**src/rtl/rep_arb_if.sv**
```systemverilog
// Bundle of requester and output-stream signals for the shared byte-replication datapath.
// The arbiter takes the slave side and the producers/consumer take the master side.
interface rep_arb_if #(
  parameter int DW    = 8,
  parameter int REP   = 4,
  parameter int CNT_W = 4
);
  logic                req0_valid;
  logic [DW-1:0]       req0_data;
  logic [CNT_W-1:0]    req0_len;
  logic                req0_ready;
  logic                req1_valid;
  logic [DW-1:0]       req1_data;
  logic [CNT_W-1:0]    req1_len;
  logic                req1_ready;
  logic                out_valid;
  logic [DW*REP-1:0]   out_data;
  logic                out_src;
  logic                out_last;
  logic                out_ready;
  logic                busy;

  modport slave (
    input  req0_valid, req0_data, req0_len,
    input  req1_valid, req1_data, req1_len,
    input  out_ready,
    output req0_ready, req1_ready,
    output out_valid, out_data, out_src, out_last, busy
  );

  modport master (
    output req0_valid, req0_data, req0_len,
    output req1_valid, req1_data, req1_len,
    output out_ready,
    input  req0_ready, req1_ready,
    input  out_valid, out_data, out_src, out_last, busy
  );
endinterface

```
**src/rtl/rep_arb_ctrl.sv**
```systemverilog
// Round-robin arbiter that grants one of two byte requesters and streams the
// winner's byte, replicated REP times, for the requested number of beats.
module rep_arb_ctrl #(
  parameter int DW    = 8,
  parameter int REP   = 4,
  parameter int CNT_W = 4
) (
  input  logic      clk,
  input  logic      rst_n,
  rep_arb_if.slave  bus
);

  typedef enum logic [0:0] {
    IDLE   = 1'b0,
    STREAM = 1'b1
  } state_t;

  state_t              state_r, state_s;
  logic                ptr_r, ptr_s;
  logic [CNT_W-1:0]    rem_r, rem_s;
  logic                out_valid_r, out_valid_s;
  logic [DW*REP-1:0]   out_data_r, out_data_s;
  logic                out_src_r, out_src_s;
  logic                out_last_r, out_last_s;
  logic                busy_r, busy_s;
  logic                grant0_s, grant1_s;
  logic [DW-1:0]       sel_data_s;
  logic [CNT_W-1:0]    sel_len_s;

  function automatic logic [DW*REP-1:0] rep_word(input logic [DW-1:0] b);
    rep_word = {REP{b}};
  endfunction

  // Grant selection, next-state and next-output computation.
  always_comb begin
    state_s     = state_r;
    ptr_s       = ptr_r;
    rem_s       = rem_r;
    out_valid_s = out_valid_r;
    out_data_s  = out_data_r;
    out_src_s   = out_src_r;
    out_last_s  = out_last_r;
    busy_s      = busy_r;
    grant0_s    = 1'b0;
    grant1_s    = 1'b0;
    sel_data_s  = bus.req0_data;
    sel_len_s   = bus.req0_len;
    case (state_r)
      IDLE: begin
        // ptr_r == 0 favours req0 when both are valid
        if (bus.req0_valid && (!bus.req1_valid || !ptr_r)) begin
          grant0_s = 1'b1;
        end else begin
          grant1_s = bus.req1_valid;
        end
        if (grant1_s) begin
          sel_data_s = bus.req1_data;
          sel_len_s  = bus.req1_len;
        end else begin
          sel_data_s = bus.req0_data;
          sel_len_s  = bus.req0_len;
        end
        if (grant0_s || grant1_s) begin
          ptr_s      = ~grant1_s;
          rem_s      = sel_len_s;
          out_src_s  = grant1_s;
          out_data_s = rep_word(sel_data_s);
          if (sel_len_s != '0) begin
            state_s     = STREAM;
            out_valid_s = 1'b1;
            busy_s      = 1'b1;
            out_last_s  = (sel_len_s == CNT_W'(1));
          end else begin
            state_s     = IDLE;
            out_valid_s = 1'b0;
            busy_s      = 1'b0;
            out_last_s  = 1'b0;
          end
        end else begin
          state_s = IDLE;
        end
      end
      STREAM: begin
        if (bus.out_ready) begin
          rem_s = rem_r - CNT_W'(1);
          if (out_last_r) begin
            state_s     = IDLE;
            out_valid_s = 1'b0;
            busy_s      = 1'b0;
            out_last_s  = 1'b0;
          end else begin
            out_last_s = (rem_r == CNT_W'(2));
          end
        end else begin
          rem_s = rem_r;
        end
      end
      default: begin
        state_s     = IDLE;
        out_valid_s = 1'b0;
        busy_s      = 1'b0;
        out_last_s  = 1'b0;
      end
    endcase
  end

  // State and registered outputs; synchronous active-low reset aborts any burst.
  always_ff @(posedge clk) begin
    if (!rst_n) begin
      state_r     <= IDLE;
      ptr_r       <= 1'b0;
      rem_r       <= '0;
      out_valid_r <= 1'b0;
      out_data_r  <= '0;
      out_src_r   <= 1'b0;
      out_last_r  <= 1'b0;
      busy_r      <= 1'b0;
    end else begin
      state_r     <= state_s;
      ptr_r       <= ptr_s;
      rem_r       <= rem_s;
      out_valid_r <= out_valid_s;
      out_data_r  <= out_data_s;
      out_src_r   <= out_src_s;
      out_last_r  <= out_last_s;
      busy_r      <= busy_s;
    end
  end

  assign bus.req0_ready = grant0_s;
  assign bus.req1_ready = grant1_s;
  assign bus.out_valid  = out_valid_r;
  assign bus.out_data   = out_data_r;
  assign bus.out_src    = out_src_r;
  assign bus.out_last   = out_last_r;
  assign bus.busy       = busy_r;

endmodule

```
**src/flat_wrapper.sv**
```systemverilog
// flat-port wrapper written by rule: the top's interface ports become plain ports
module rep_arb_ctrl_flat 
#(
  parameter int DW    = 8,
  parameter int REP   = 4,
  parameter int CNT_W = 4
)
  (clk, rst_n, bus_req0_valid, bus_req0_data, bus_req0_len, bus_req1_valid, bus_req1_data, bus_req1_len, bus_out_ready, bus_req0_ready, bus_req1_ready, bus_out_valid, bus_out_data, bus_out_src, bus_out_last, bus_busy);
  rep_arb_if #(.DW(DW), .REP(REP), .CNT_W(CNT_W)) bus_i ();
  input  logic clk;
  input  logic rst_n;
  input wire logic [$bits(bus_i.req0_valid)-1:0] bus_req0_valid;
  input wire logic [$bits(bus_i.req0_data)-1:0] bus_req0_data;
  input wire logic [$bits(bus_i.req0_len)-1:0] bus_req0_len;
  input wire logic [$bits(bus_i.req1_valid)-1:0] bus_req1_valid;
  input wire logic [$bits(bus_i.req1_data)-1:0] bus_req1_data;
  input wire logic [$bits(bus_i.req1_len)-1:0] bus_req1_len;
  input wire logic [$bits(bus_i.out_ready)-1:0] bus_out_ready;
  output wire logic [$bits(bus_i.req0_ready)-1:0] bus_req0_ready;
  output wire logic [$bits(bus_i.req1_ready)-1:0] bus_req1_ready;
  output wire logic [$bits(bus_i.out_valid)-1:0] bus_out_valid;
  output wire logic [$bits(bus_i.out_data)-1:0] bus_out_data;
  output wire logic [$bits(bus_i.out_src)-1:0] bus_out_src;
  output wire logic [$bits(bus_i.out_last)-1:0] bus_out_last;
  output wire logic [$bits(bus_i.busy)-1:0] bus_busy;
  assign bus_i.req0_valid = bus_req0_valid;
  assign bus_i.req0_data = bus_req0_data;
  assign bus_i.req0_len = bus_req0_len;
  assign bus_i.req1_valid = bus_req1_valid;
  assign bus_i.req1_data = bus_req1_data;
  assign bus_i.req1_len = bus_req1_len;
  assign bus_i.out_ready = bus_out_ready;
  assign bus_req0_ready = bus_i.req0_ready;
  assign bus_req1_ready = bus_i.req1_ready;
  assign bus_out_valid = bus_i.out_valid;
  assign bus_out_data = bus_i.out_data;
  assign bus_out_src = bus_i.out_src;
  assign bus_out_last = bus_i.out_last;
  assign bus_busy = bus_i.busy;
  rep_arb_ctrl #(.DW(DW), .REP(REP), .CNT_W(CNT_W)) u_core (.clk(clk), .rst_n(rst_n), .bus(bus_i));
endmodule
```
**config.mk**
```make
export PLATFORM = sky130hd
export DESIGN_NAME = rep_arb_ctrl_flat
export DESIGN_NICKNAME = d
export VERILOG_FILES = /design/src/rtl/rep_arb_if.sv /design/src/rtl/rep_arb_ctrl.sv /design/src/flat_wrapper.sv
export SDC_FILE = /design/constraint.sdc
export NUM_CORES = 1
export LEC_CHECK = 0
export ABC_AREA = 1
export BUFFER_PORTS_ARGS = -buffer_cell sky130_fd_sc_hd__buf_2
export CELL_PAD_IN_SITES_DETAIL_PLACEMENT = 0
export CELL_PAD_IN_SITES_GLOBAL_PLACEMENT = 1
export CORE_MARGIN = 2
export CORE_UTILIZATION = 25
export CTS_BUF_LIST = sky130_fd_sc_hd__clkbuf_8 sky130_fd_sc_hd__clkbuf_16
export CTS_CLUSTER_SIZE = 16
export DETAILED_ROUTE_END_ITERATION = 6
export PLACE_DENSITY = 0.71
export SETUP_SLACK_MARGIN = 0.02
export SKIP_CTS_REPAIR_TIMING = 1
export SLEW_MARGIN = 5
export SYNTH_ARGS = -nofsm -noshare
export SYNTH_HDL_FRONTEND = slang
export SYNTH_SLANG_ARGS = --single-unit
```
**constraint.sdc**
```tcl
create_clock -name clk -period 1.6 [get_ports clk]
set_input_delay 0.32 -clock clk [delete_from_list [all_inputs] [get_ports clk]]
set_output_delay 0.32 -clock clk [all_outputs]
set_load 0.01 [all_outputs]
```
## After elaboration in Yosys (flattened, before gate mapping)

Cells that the tools add are included.

- $add $sub $neg: 1
- Reduce and logical (&&, ||, !) cells: 9
- Mux-type cells: 26
- Equality and inequality tests: 5
- Bitwise gates (word level): 2

Operator list:

| cell | number |
|---|---|
| 2-to-1 mux 1 bit | 17 |
| 2-to-1 mux 4 bit | 4 |
| 2-to-1 mux 8 bit | 1 |
| case mux 4 bit (2 select lines) | 1 |
| case mux 1 bit (2 select lines) | 3 |
| equality test 4 x 1 -> 1 bit (second input constant) | 1 |
| equality test 4 x 2 -> 1 bit (second input constant) | 1 |
| != test 2 bit (second input constant) | 2 |
| AND reduction 2 bit | 2 |
| nonzero test 4 bit | 1 |
| subtractor 4 x 1 -> 4 bit (second input constant) | 1 |
| AND reduction 3 bit | 1 |
| logical NOT 1 bit | 2 |
| logical OR 1 bit | 2 |
| != test 2 x 1 -> 1 bit (second input constant) | 1 |
| inverter 1 bit | 2 |
| logical AND 1 bit | 1 |

- Register bits: 41
- Input bits: 29
- Word-level logic and storage cells: 50
- Output and inout port bits: 38

## Depth between registers and ports, before layout

Gate-level depths: netlist of the first run.

- Depth in word-level cells: 11
- Gate-level depth with buffers: 9
- Gate-level depth less buffers: 8

## Least setup slack after synthesis of the first run

Ideal clock, no wire load.

- Path kind: input port to flip-flop
- From: input bus_req1_valid
- To: register u_core.rem_r[1]
- Stages on the path: 7
- Buffers on the path: 1
- Library setup time: 0.122 ns
- Required time: 1.478 ns
- Data arrival time: 1.067 ns
- Setup slack: 0.411 ns
- Cells stage by stage: buf_6 nor2_1 nor2_4 a21oi_4 inv_2 o21ai_0 a21oi_1

- Cells in the longest elaborated chain, start to end: 9
- Elaborated cells on any way between the ends: 14
- Those cells by class: 1 x eq/ne; 8 x mux; 5 x reduce/logical

RTL lines:

| element | RTL line | text |
|---|---|---|
| start: declaration | flat_wrapper.sv:15 | `input wire logic [$bits(bus_i.req1_valid)-1:0] bus_req1_valid;` |
| logical NOT 1 bit | rep_arb_ctrl.sv:51 | `if (bus.req0_valid && (!bus.req1_valid \|\| !ptr_r)) begin` |
| logical OR 1 bit | rep_arb_ctrl.sv:51 |  |
| logical AND 1 bit | rep_arb_ctrl.sv:51 |  |
| 2-to-1 mux 1 bit | rep_arb_ctrl.sv:51 |  |
| 2-to-1 mux 1 bit | rep_arb_ctrl.sv:48 | `case (state_r)` |
| 2-to-1 mux 4 bit | rep_arb_ctrl.sv:56 | `if (grant1_s) begin` |
| 2-to-1 mux 4 bit | rep_arb_ctrl.sv:48 |  |
| 2-to-1 mux 4 bit | rep_arb_ctrl.sv:63 | `if (grant0_s \|\| grant1_s) begin` |
| case mux 4 bit (2 select lines) | rep_arb_ctrl.sv:48 |  |
| end signal: assignment | rep_arb_ctrl.sv:121 | `rem_r <= rem_s;` |
| end: declaration | rep_arb_ctrl.sv:20 | `logic [CNT_W-1:0] rem_r, rem_s;` |

Several ways; a longest one is shown, not always the timed one. The select of a mux whose other input is x is not followed.
A chain may end at the register's enable or synchronous reset.

## Worst setup path in the final report of the first run

- From: register u_core.ptr_r
- To: output bus_req0_ready

- Cells in the longest elaborated chain, start to end: 6

RTL lines:

| element | RTL line | text |
|---|---|---|
| start: declaration | rep_arb_ctrl.sv:19 | `logic ptr_r, ptr_s;` |
| start signal: assignment | rep_arb_ctrl.sv:120 | `ptr_r <= ptr_s;` |
| logical NOT 1 bit | rep_arb_ctrl.sv:51 |  |
| logical OR 1 bit | rep_arb_ctrl.sv:51 |  |
| logical AND 1 bit | rep_arb_ctrl.sv:51 |  |
| 2-to-1 mux 1 bit | rep_arb_ctrl.sv:51 |  |
| 2-to-1 mux 1 bit (2 in a row) | rep_arb_ctrl.sv:48 |  |
| end: declaration | flat_wrapper.sv:19 | `output wire logic [$bits(bus_i.req0_ready)-1:0] bus_req0_ready;` |

No other way between the ends. The select of a mux whose other input is x is not followed.

==> summary.md, run 1 <==
| Metric | Value |
|---|---|
| Number of H-tree levels | 1 |
| Via-per-instance ratio | 4.34 |
| Maximum buffer depth of the clock tree | 2 |
| IO buf count | 66 |
| Dominant cell type by area after synthesis | dfxtp_1 |
| Post-route ant nets | 0 |
| Syn_nets | 173 |
| Crit start category | flip-flop |
| Proportion of layout cells with a drive suffix above 1 | 0.450 |
| Hold path startpoint | bus_req1_data[0] |
| Worst path slowest cell | dfxtp_1 |
| Worst Path Arrival | 1150 ps |
| Worst-Margin Slew | 367 ps |
| Adder-Cell Fraction of Synth Area | 0.0234 |
| Hold Path Class | primary input to flip-flop |
| Fin util | 0.329 |
| Yosys reg bits | 17 |
| RD Place Congestion | 0.759 |
| GR Overflow Total | 0 |
| Worst IR Drop VDD | around 0.00042 V |
| R2R setup slack | roughly 330 ps |
| Crit. path cell count | 4 |
| Clock Sinks | 17 |
| Mux share of post-synthesis cell area | 0 |
| Number of global-route vias before repair | between 900 and 1,000 |
| First-pass GRT wire length | ~4.5 mm |
| WP buf/inv | 1 |
| Die X | about 69 um |
| Final setup vio count | 0 |
| Syn-to-layout area delta | 25.0% |
| Synth area leaders | dfxtp_1 (32%), buf_4 (18%), nand2_1 (9.1%), a21oi_1 (6.1%), o21ai_0 (6.1%) |
| Drt first-iter violations | 33 |
| # diodes | 0 |
| Sequential-to-total area share from yosys stat | 0.319 |
| Hold Fails Final Rpt | 0 |
| Max Slew Vio Count | 0 |
| Tcrit/Tclk final | 0.916 |
| Ys Warns | 0 |
| Ys async rst share | 0 |
| CP endpoint | bus_req0_ready |
| DR pass1 iterations | 4 |
| Post-synthesis cell count | 142 |
| Mean cell area of the mapped netlist | 7.52 um^2 |
| Setup TNS | 0 ps |
| Critical path, cell by cell | nand2_2, nand2_2, nor2_2, buf_2 |
| Routed len/inst | 11.2 um |
| Top Ports | 67 |
| Clk slew on worst S/H paths | 60 ps |
| FF-to-FF Start | u_core.ptr_r |
| Top cell by count, worst path | nand2_2 |
| PwrDens | roughly 950 nW/um^2 |
| Detailed-route DRC error count | 0 |
| Synth Area in Simple Gates | 0.184 |
| # rows | 23 |
| Outcome | finished clean |
| Setup crit end kind | output pin |
| Final HPWL DP | 2.16 mm |
| Worst r2r path cells | 8 |
| Antenna violations before repair | 0 |
| Worst Skew | around 1.6 ps |
| Total design power | 0.00127 W |
| Initial Utilization | 0.263 |
| NumNets Final | 221 |
| Worst-Skew Late Latency | 250 ps |
| Largest net degree at the start of global routing | 13 |
| Vias | approximately 1,000 |
| Post-Syn Area | about 1100 um^2 |
| Crit path largest cell delay | 430 ps |
| Synth Area in XOR/XNOR | 0.0164 |
| WHS | roughly 330 ps |
| Distinct cells, synth | 26 |
| Post-synth top cells | nand2_1 (26), buf_4 (25), dfxtp_1 (17), a21oi_1 (13), o21ai_0 (13) |
| Core area | just over 4000 um^2 |
| Fill cell count | between 400 and 500 |
| Root Buffer | clkbuf_8 |
| Slew headroom | 0.755 |
| EDFF count, synth | 0 |
| CP required | roughly 1300 ps |
| Crit. Startpoint | u_core.ptr_r |
| Reg-to-Reg End | u_core.state_r |
| PnR worst setup slack | 134 ps |
| Fmax | 682 MHz |
| Max_cap viols | 0 |
| Yosys top cell area share | 0.319 |
| TritonCTS Buffers | 3 |
| RSZ-0062 raised after global routing | false |
| Count leader, synth | nand2_1 |
| Worst Path Max Fanout | 10 |
| CTS tree | done |
| All-Layer GR Usage | 0.115 |
| CP top delay family | flip-flops |
| Min cycle time layout | 1470 ps |
| Die area | about 4800 um^2 |
| Main synth FF type | dfxtp_1 |
| Pleak | 0.697 nW |
| Post-synthesis compound-gate area fraction | 0.226 |
| WS Path Type | flip-flop to output pin |
| Overall die height | 69.3 um |
| DP Worst Slack | 232 ps |
| Drt total wl | 2.67 mm |
| Largest family of logic cells by synthesized area | buffers and inverters |
## worst min path at each step
stage                              endpoint  slack [ps]  cells past startpoint
floorplan                      u_core.ptr_r         460                      2
global placement         u_core.bus.out_src         460                      2
detailed placement       u_core.bus.out_src         470                      2
CTS                 u_core.bus.out_data[24]         330                      3
global route        u_core.bus.out_data[24]         350                      3
finish              u_core.bus.out_data[24]         330                      3
## stage by stage
step,area [um^2],std cells
global route,1330,239
global placement,1290,235
floorplan,1070,142
CTS,1330,239
finish,1330,239
detailed placement,1290,235
## power by group
part	leakage, nW	internal, W	switching (W)
Sequential	0.141	0.000475	0.0000557
Clock	0.0269	0.000170	0.000136
Combinational	0.529	0.000190	0.000239
Total	0.697	0.000835	0.000431
## routing by layer
metal  up-vias  share of wire  global-route usage
met1       461           0.44               0.130
met4         0         0.0026              0.0196
li1        541              -                   -
met2        33           0.49               0.209
met3         2          0.064              0.0422
met5         -              0                   0
## flip-flops by register name, summed over array words and instances, names as in the netlist
| signal | cells |
|---|---|
| u_core.bus.out_data | 8 |
| u_core.bus.out_last | 1 |
| u_core.ptr_r | 1 |
| u_core.rem_r | 4 |
| u_core.state_r | 1 |
| u_core.bus.out_src | 1 |
| u_core.bus.busy | 1 |
## final cells by class
cell class | instances | area, um^2 | area share
inverters | 10 | 37.5 | 0.0281
multi-input cells | 87 | 480 | 0.360
clock buffers | 3 | 41.3 | 0.0310
flip-flops and latches | 17 | 340 | 0.255
clock inverters | 1 | 3.75 | 0.00281
well taps | 50 | 62.6 | 0.0469
repair buffers | 71 | 368 | 0.276
## worst register-to-register path, cell delays in order (launching register included)
cell	delay [ps]
dfxtp_1	430
nand2_2	70
nand2_2	190
nand3_1	100
nand2_1	110
nor2_1	50
nand2_1	60
nand2_1	60
a21oi_1	130
## cells by family after synthesis
logic type               count (synthesis)
AO/OA/AOI/OAI                           40
XOR/XNOR                                 2
adder cells (fa/ha/maj)                  2
buffers and inverters                   38
flip-flops                              17
AND/OR/NAND/NOR                         43
## cells in the final DEF (no fill, tap or decap)
cell / netlist / layout
nor2_2: 2 / 2
nor3_1: 1 / 1
nor2_4: 1 / 1
nand2_2: 3 / 3
nor2_1: 5 / 5
xor2_1: 1 / 1
a21oi_1: 13 / 13
nand3_1: 3 / 3
a21oi_2: 1 / 1
ha_1: 2 / 2
a31oi_1: 5 / 5
nand3_2: 1 / 1
buf_4: 25 / 5
xnor2_1: 1 / 1
inv_1: 9 / 10
o21ai_0: 13 / 13
a21oi_4: 1 / 1
nand3b_1: 1 / 1
inv_2: 1 / 1
o21a_1: 1 / 1
nand2_1: 26 / 26
dfxtp_1: 17 / 17
o21ai_4: 1 / 1
clkbuf_8: 0 / 3
buf_2: 2 / 66
o22ai_1: 5 / 5
Note: power is estimated with default switching activity, not from simulation.
==> run 2, diff against run 1 <==
CAP_MARGIN = 20   (was unset)
clock period = 1.5 ns   (was 1.6 ns; I/O delays follow)
==> run 2 against run 1 <==
Non-clock buffer count stayed put; wire length is 0.52% higher; critical endpoint is now bus_req1_ready; clock skew is 2.5 ps higher; register-to-register slack worse by 90 ps; global-route usage is 0.39 points higher; critical path type unchanged; sequential cell count stayed put; design area is 0.56% higher; highest routed layer unchanged; critical path depth is 2 lower.
==> summary.md, run 2 (synthesis gave the netlist of run 1 again) <==
| Metric | Value |
|---|---|
| Outcome | finished clean |
| # rows | 23 |
| Syn-to-layout area delta | 25.7% |
| Number of H-tree levels | 1 |
| Pleak | 0.697 nW |
| Setup TNS | 0 ps |
| Worst Path Arrival | 1070 ps |
| NumNets Final | 221 |
| Die X | 69.3 um |
| TritonCTS Buffers | 3 |
| Min cycle time layout | 1370 ps |
| Critical path, cell by cell | nor2_1, buf_2 |
| Clock Sinks | 17 |
| Fmax | 728 MHz |
| Final setup vio count | 0 |
| Worst-Skew Late Latency | roughly 250 ps |
| FF-to-FF Start | u_core.state_r |
| DR pass1 iterations | 4 |
| WS Path Type | flip-flop to output pin |
| CP required | 1200 ps |
| Worst-Margin Slew | 374 ps |
| Drt total wl | between 2 and 3 mm |
| Worst r2r path cells | 5 |
| Worst IR Drop VDD | around 0.00031 V |
| Crit path largest cell delay | roughly 550 ps |
| WP buf/inv | 1 |
| Hold Fails Final Rpt | 0 |
| Final HPWL DP | 2.15 mm |
| Hold Path Class | primary input to flip-flop |
| Via-per-instance ratio | 4.28 |
| First-pass GRT wire length | 4.62 mm |
| Largest net degree at the start of global routing | 13 |
| Total design power | 0.00136 W |
| Die area | 4810 um^2 |
| RSZ-0062 raised after global routing | false |
| Maximum buffer depth of the clock tree | 2 |
| Hold Path Stages | 3 |
| GR Overflow Total | 0 |
| Worst Path Max Fanout | 7 |
| R2R setup slack | ~240 ps |
| Largest register FFs | 8 |
| # diodes | 0 |
| Routed len/inst | 11.2 um |
| All-Layer GR Usage | 0.119 |
| Initial Utilization | 0.263 |
| Core area | 4060 um^2 |
| Proportion of layout cells with a drive suffix above 1 | 0.460 |
| PwrDens | 1010 nW/um^2 |
| Vias | just over 1,000 |
| Worst Skew | 4.10 ps |
| Fin area | 1340 um^2 |
| Max Slew Vio Count | 0 |
| Tcrit/Tclk final | 0.916 |
| Setup crit end kind | output pin |
| Slew headroom | 0.751 |
| Drt first-iter violations | 24 |
| Reg-to-Reg End | u_core.rem_r[3] |
| Overall die height | 69.3 um |
| Worst path slowest cell | dfxtp_1 |
| Max_cap viols | 0 |
| Root Buffer | clkbuf_8 |
| WHS Endpoint | u_core.bus.out_data[25] |
| Commonest cells after routing, fill and taps aside | buf_2 (66), nand2_1 (26), dfxtp_1 (16) |
| Detailed-route DRC error count | 0 |
| WHS | between 300 and 400 ps |
| CTS tree | done |
| Commonest non-fill, non-tap cell in the layout | buf_2 |
| Number of global-route vias before repair | 975 |
| Clk slew on worst S/H paths | 70 ps |
| IO buf count | 66 |
| Post-route ant nets | 0 |
| Antenna violations before repair | 0 |
| Fill cell count | 455 |
| CP top delay family | flip-flops |
| Placed cell areas | 1290 um^2 |
| Crit start category | flip-flop |
| Hold path startpoint | bus_req1_data[1] |
| Top Ports | 67 |
| RD Place Congestion | 0.771 |
-- run 2: cell types whose count changed in the layout (fill, tap and decap cells not counted), sizes merged --
cell | previous run | this run
clkinv | 0 | 1
inv | 11 | 10
-- run 2: power breakdown --
part	internal, W	total, W	switching, W
Clock	0.000184	0.000337	0.000153
Sequential	0.000507	0.000567	0.0000596
Combinational	0.000203	0.000455	0.000253
Total	0.000894	0.00136	0.000465
-- run 2: final cells by class --
type                       count  area (um^2)  share of cell area
tap                           50         62.6              0.0466
clock inverter                 1         5.00             0.00373
multi-input combinational     87          485               0.362
inverter                      10         37.5              0.0280
timing repair buffer          71          368               0.274
sequential                    17          342               0.255
clock buffer                   3         41.3              0.0308
-- run 2: how the worst max path moves through the flow --
stage	cells past startpoint	to	from	slack [ps]
6_report	2	bus_req1_ready	u_core.state_r	130
3_5_place_dp	9	u_core.state_r	bus_req1_valid	140
5_1_grt	3	bus_req1_ready	u_core.ptr_r	40
4_1_cts	4	bus_req0_ready	u_core.ptr_r	20
3_3_place_gp	9	u_core.bus.busy	bus_req1_valid	120
2_1_floorplan	7	u_core.rem_r[1]	bus_req1_valid	330
-- run 2: worst register-to-register path: stages (launching register included) --
cell and delay [ps]:
dfxtp_1 550, nor2_4 90, a21oi_4 190, inv_2 90
o21ai_0 170, a31oi_1 50
-- run 2: layer usage --
metal / global-route usage / up-vias / wire, um
li1: - / 540 / -
met1: 0.136 / 451 / 1150
met2: 0.208 / 30 / 1330
met3: 0.0363 / 2 / 179
met4: 0.0458 / 0 / 21
met5: 0 / - / 0
-- run 2: stage by stage --
step	instances	utilization	setup slack, ps
after floorplan	142	-	331
after global placement	235	0.318	123
after detailed placement	235	0.318	136
after CTS	239	0.329	24.3
after global routing	239	0.331	45.0
final	239	0.331	126
